`src/rtl/id_exe_elastic_reg.sv`:
```
// ---------------------------------------------------------------------------
// id_exe_elastic_reg
//   ID->EXE pipeline stage with a valid/ready handshake, a two-entry skid
//   buffer (main entry M plus skid entry S) and flush.
//
//   - M drives every out_* port.
//   - S catches the one beat that can arrive while M is stalled.
//   - in_ready is a flop (it is the registered inverse of S.valid), so EXE
//     back-pressure never forms a combinational path back to decode.
//   - Flush (branch taken, load-use bubble) empties both entries.
//   - A bubble (out_valid = 0) always shows out_ctrl = 0 and out_aluop = 0,
//     so an empty slot can never trigger a memory access or a writeback.
//
// Ports
//   clk, rst        clock; synchronous active-high reset
//   flush           discard held and incoming beats
//   in_valid/ready  upstream handshake (in_ready is registered)
//   in_ctrl         {memRead, memWrite, writeBack, aluSrc, regDst}
//   in_aluop, in_dest, in_src1, in_src2, in_rd1, in_rd2, in_se
//                   beat payload
//   out_valid/ready downstream handshake
//   out_*           payload of the head beat (entry M)
//
// Optional build macro ID_EXE_PERF_CNT_EN adds the following counters.
// Both saturate, are cleared by rst, and are not cleared by flush.
//   stall_cnt  [31:0]  cycles with out_valid & !out_ready
//   bubble_cnt [31:0]  non-reset cycles with !out_valid
// ---------------------------------------------------------------------------
module id_exe_elastic_reg #(
  parameter int DATA_W     = 32,
  parameter int REG_ADDR_W = 5,
  parameter int ALUOP_W    = 3
) (
  input  logic                  clk,
  input  logic                  rst,
  input  logic                  flush,
  input  logic                  in_valid,
  output logic                  in_ready,
  input  logic [4:0]            in_ctrl,
  input  logic [ALUOP_W-1:0]    in_aluop,
  input  logic [REG_ADDR_W-1:0] in_dest,
  input  logic [REG_ADDR_W-1:0] in_src1,
  input  logic [REG_ADDR_W-1:0] in_src2,
  input  logic [DATA_W-1:0]     in_rd1,
  input  logic [DATA_W-1:0]     in_rd2,
  input  logic [DATA_W-1:0]     in_se,
  output logic                  out_valid,
  input  logic                  out_ready,
  output logic [4:0]            out_ctrl,
  output logic [ALUOP_W-1:0]    out_aluop,
  output logic [REG_ADDR_W-1:0] out_dest,
  output logic [REG_ADDR_W-1:0] out_src1,
  output logic [REG_ADDR_W-1:0] out_src2,
  output logic [DATA_W-1:0]     out_rd1,
  output logic [DATA_W-1:0]     out_rd2,
  output logic [DATA_W-1:0]     out_se
`ifdef ID_EXE_PERF_CNT_EN
  ,
  output logic [31:0]           stall_cnt,
  output logic [31:0]           bubble_cnt
`endif
);

  // Header = ctrl + aluop (cleared on bubbles); body = addresses + data.
  localparam int HDR_W  = 5 + ALUOP_W;
  localparam int BODY_W = 3 * REG_ADDR_W + 3 * DATA_W;
  localparam int BEAT_W = HDR_W + BODY_W;

  logic [BEAT_W-1:0] r_m;
  logic [BEAT_W-1:0] r_s;
  logic              r_m_valid;
  logic              r_s_valid;
  logic              r_in_ready;

  logic [BEAT_W-1:0] w_in_beat;
  logic [BEAT_W-1:0] w_m_nx;
  logic [BEAT_W-1:0] w_s_nx;
  logic              w_m_valid_nx;
  logic              w_s_valid_nx;
  logic              w_accept;
  logic              w_emit;

  assign w_in_beat = {in_ctrl, in_aluop, in_dest, in_src1, in_src2,
                      in_rd1, in_rd2, in_se};
  assign w_accept  = in_valid & r_in_ready;
  assign w_emit    = r_m_valid & out_ready;

  // Next-state of the M/S entries; flush wins over every handshake.
  always_comb begin
    w_m_nx       = r_m;
    w_s_nx       = r_s;
    w_m_valid_nx = r_m_valid;
    w_s_valid_nx = r_s_valid;
    if (flush) begin
      // Data fields keep their last value; only the header is made safe.
      w_m_valid_nx                 = 1'b0;
      w_s_valid_nx                 = 1'b0;
      w_m_nx[BEAT_W-1 -: HDR_W]    = {HDR_W{1'b0}};
    end else if (!r_m_valid || w_emit) begin
      if (r_s_valid) begin
        // in_ready was low, so nothing can be accepted in this cycle.
        w_m_nx       = r_s;
        w_m_valid_nx = 1'b1;
        w_s_valid_nx = 1'b0;
      end else if (w_accept) begin
        w_m_nx       = w_in_beat;
        w_m_valid_nx = 1'b1;
      end else begin
        w_m_valid_nx              = 1'b0;
        w_m_nx[BEAT_W-1 -: HDR_W] = {HDR_W{1'b0}};
      end
    end else if (w_accept) begin
      // M is full and stalled: the accepted beat parks in S.
      w_s_nx       = w_in_beat;
      w_s_valid_nx = 1'b1;
    end else begin
      w_s_valid_nx = r_s_valid;
    end
  end

  // State registers; in_ready is the registered inverse of next S.valid.
  always_ff @(posedge clk) begin
    if (rst) begin
      r_m        <= {BEAT_W{1'b0}};
      r_s        <= {BEAT_W{1'b0}};
      r_m_valid  <= 1'b0;
      r_s_valid  <= 1'b0;
      r_in_ready <= 1'b1;
    end else begin
      r_m        <= w_m_nx;
      r_s        <= w_s_nx;
      r_m_valid  <= w_m_valid_nx;
      r_s_valid  <= w_s_valid_nx;
      r_in_ready <= ~w_s_valid_nx;
    end
  end

  assign in_ready  = r_in_ready;
  assign out_valid = r_m_valid;
  assign {out_ctrl, out_aluop, out_dest, out_src1, out_src2,
          out_rd1, out_rd2, out_se} = r_m;

`ifdef ID_EXE_PERF_CNT_EN
  logic [31:0] r_stall_cnt;
  logic [31:0] r_bubble_cnt;

  // Saturating stall / bubble counters; only rst clears them.
  always_ff @(posedge clk) begin
    if (rst) begin
      r_stall_cnt  <= 32'd0;
      r_bubble_cnt <= 32'd0;
    end else begin
      if (r_m_valid && !out_ready && (r_stall_cnt != 32'hFFFF_FFFF)) begin
        r_stall_cnt <= r_stall_cnt + 32'd1;
      end else begin
        r_stall_cnt <= r_stall_cnt;
      end
      if (!r_m_valid && (r_bubble_cnt != 32'hFFFF_FFFF)) begin
        r_bubble_cnt <= r_bubble_cnt + 32'd1;
      end else begin
        r_bubble_cnt <= r_bubble_cnt;
      end
    end
  end

  assign stall_cnt  = r_stall_cnt;
  assign bubble_cnt = r_bubble_cnt;
`else
  // Counters are not built in this configuration.
`endif

endmodule

```
`config.mk`:
```
export PLATFORM = sky130hd
export DESIGN_NAME = id_exe_elastic_reg
export DESIGN_NICKNAME = d
export VERILOG_FILES = /design/src/rtl/id_exe_elastic_reg.sv
export SDC_FILE = /design/constraint.sdc
export NUM_CORES = 1
export LEC_CHECK = 0
export BUFFER_PORTS_ARGS = -buffer_cell sky130_fd_sc_hd__clkbuf_2
export CORE_ASPECT_RATIO = 1.25
export CORE_MARGIN = 3
export CORE_UTILIZATION = 35
export CTS_CLUSTER_DIAMETER = 60
export CTS_CLUSTER_SIZE = 40
export DETAILED_ROUTE_END_ITERATION = 16
export HOLD_SLACK_MARGIN = 0.1
export PLACE_DENSITY = 0.57
export SYNTH_ARGS = -nofsm -noshare
export SYNTH_HDL_FRONTEND = slang
export SYNTH_SLANG_ARGS = --single-unit
```
`constraint.sdc`:
```
create_clock -name clk -period 1.6 [get_ports clk]
set_clock_uncertainty 0.05 [all_clocks]
set_input_delay 0.24 -clock clk [delete_from_list [all_inputs] [get_ports clk]]
set_output_delay 0.24 -clock clk [all_outputs]
set_load 0.05 [all_outputs]
```
==> impl_metrics.csv <==
group,metric,value,unit
status,status,"finished clean",
global_routing,grt-ovfl-total,0,
yosys,syn_area_per_cell,10.9,um^2
layout,multi_input_area,6050,um^2
placed_design,dp_hpwl,19.9,mm
pwr,power_density,975,nW/um^2
die,initial_core_util,35.7,%
sta,period_needed,1.54,ns
clocking,path_clk_slew,0.07,ns
routing,drt.antenna.violating_nets,0,
critical_path,worstSetupPathType,"in2reg",
global_routing,antenna_found_initial,0,
clocking,cts_tree,"done",
layout,drive_above_1_share,31.2,%
sta,fin_tns_setup,0,ns
pwr,leakage,5.58,nW
sta,worstMarginPinSlew,0.567,ns
yosys,yosysWarnings,0,
sta,finalHoldViolations,0,
global_routing,grt.total_usage,17.1,%
global_routing,grt_pass1_vias,9589,
critical_path,critPathLaunchType,"input port",
die,die-area,35800,um^2
sta,rsz0062_at_grt,"false",
clocking,cts.sinks,241,
die,die_w,170,um
pwr,total_power,15.0,mW
sta,setup_violations,0,
die,rows,74,
routing,drc,0,
yosys,synth_area,11700,um^2
routing,avgViaCountPerCell,5.02,
clocking,clockBufferDepth,3,
critical_path,worstPathMaxFanout,48,
clocking,numCtsBuffers,24,
layout,fill_cells,3133,
run,maxCapViolations,0,
clocking,clk_latency,0.52,ns
routing,drt_first_pass_iters,5,
global_routing,grt_pass1_wl,50.7,mm
yosys,netlist_instances,1076,
sta,post-route-period-util,96.3,%
critical_path,worstPathArrival,1.93,ns
layout,regArea,4830,um^2
yosys,yosysSeqAreaShare,41.1,%
critical_path,crit_path_max_incr_delay,0.54,ns
global_routing,grt_max_degree,78,
sta,maxSlewHeadroom,62.0,%
placed_design,io_buffers,244,
die,die_h,211,um
pwr,max-vdd-ir-drop,0.000764,V
yosys,synth_nets,1200,
critical_path,crit_slowest_cell,"dlygate4sd3_1",
layout,final_cells,1836,
yosys,synthDistinctLibCells,27,
routing,wl_per_cell,17.2,um
placed_design,place.gp.congestion,0.734,
worst_hold_path,hp-class,"in2reg",
critical_path,endpoint_kind,"flip-flop",
layout,area_growth,31.5,%
layout,n_antenna_cell,0,
critical_path,cp_cell_sequence,"dlygate4sd3_1 -> clkbuf_2 -> nand2b_4 -> nor3_4 -> buf_12 -> mux2i_1",
clocking,htree_levels,1,
critical_path,required,1.98,ns
placed_design,dp.cells,1670,
routing,wl,31.7,mm
routing,num_vias,9214,
sta,fin_ws,0.0586,ns
routing,drt_iter0_markers,391,
layout,utilization,47.0,%
sta,maxSlewViolCount,0,
yosys,synth-seq-cells,241,
die,top_level_ports,245,
layout,fin_nets,1524,
clocking,post-cts-setup-buffers,0,
sta,clock.fmax,649,MHz
placed_design,post-place-ws,0.0810,ns
clocking,cts_root_buffer,"clkbuf_16",
die,coreArea,32900,um^2
[through the flow]
stage | hold slack (ns) | cell area (um^2)
floorplan | 0.345 | 11700
global placement | 0.405 | 13400
detailed placement | 0.410 | 13400
CTS | 0.181 | 15400
global route | 0.224 | 15400
finish | 0.207 | 15400
[cell type report]
class,count,share of cell area [%]
multi-input cells,718,39.2
well taps,418,3.39
clock inverters,16,1.33
repair buffers,413,20.4
flip-flops and latches,241,31.3
clock buffers,28,4.26
inverters,2,0.0567
[metal layers]
layer	track usage [%]	part of all wire (%)	wire length, um
met1	22.7	46	14600
met5	0	0	0
met2	28.9	46	14700
met3	3.58	5.6	1770
met4	3.64	1.7	532
[cells by family after synthesis]
kind of cell / count (synthesis) / share of synthesized area, %
DFF: 241 / 41.1
muxes: 238 / 20.4
and+or+nand+nor: 247 / 13.3
AOI/OAI and AO/OA: 233 / 17.7
buffers and inverters: 117 / 7.43
[worst max-delay path: cells and delay by family]
kind | cells | cell delay (ns)
buffers and inverters | 3 | 1.00
multiplexers | 1 | 0.23
AND/OR/NAND/NOR | 2 | 0.39
[path summary, 6_finish.rpt]
path,from,to,slack [ns],cells past startpoint
max reg2reg,in_ready,r_s[36],0.09,4
min reg2reg,r_s[40],r_s[40],0.42,2
max,out_ready,r_s[36],0.06,6
min,flush,out_valid,0.21,3
[where the power goes]
group          switching [mW]  internal (mW)  total (mW)  leakage, nW
sequential              0.128           6.22        6.35         1.96
clock                    2.79           3.28        6.07        0.423
combinational            1.64          0.997        2.63         3.19
[layout by cell type (no fill, tap or decap), types with 2 or more instances in the layout]
master,Yosys,layout
clkinv_8,0,4
inv_8,0,4
dlygate4sd3_1,0,122
a211oi_1,21,21
mux2_2,8,8
nand2b_1,238,238
clkinv_2,0,2
dfxtp_1,241,238
mux2i_1,230,230
dfxtp_2,0,2
a211oi_2,90,90
clkbuf_16,0,25
buf_4,19,19
clkbuf_8,0,2
a32o_1,8,8
a31oi_1,111,111
clkbuf_2,0,243
clkinv_4,0,2
nor3_4,1,2
inv_6,0,3
buf_12,12,28
[synthesized netlist by cell type]
master	number	area [um^2]
clkbuf_4	3	22.5
a21boi_0	1	7.51
a32o_1	8	80.1
a211oi_2	90	1130
buf_6	15	169
a21oi_2	1	8.76
inv_2	1	3.75
buf_4	19	143
and3_1	1	6.26
clkbuf_1	32	120
a31oi_1	111	694
mux2_2	8	90.1
buf_2	34	170
nand2_1	1	3.75
nor3_4	1	16.3
nand2b_1	238	1490
nand2b_4	1	13.8
nor2_1	1	3.75
nor2_2	1	6.26
inv_1	1	3.75
buf_12	12	240
nor2b_1	1	6.26
dfxtp_1	241	4820
mux2i_1	230	2300
nor3_2	2	20.0
a21o_1	1	7.51
a211oi_1	21	158
[state kept, by name (all words and copies together) (netlist names)]
register,count
in_ready,1
out_valid,1
r_m,119
r_s,119
r_s_valid,1
[timing repair]
action                    in CTS  in global routing
resized for setup              0                  0
hold endpoints to repair     241                  0
hold buffers                 122                  0
Note: power is estimated with default switching activity, not from simulation.
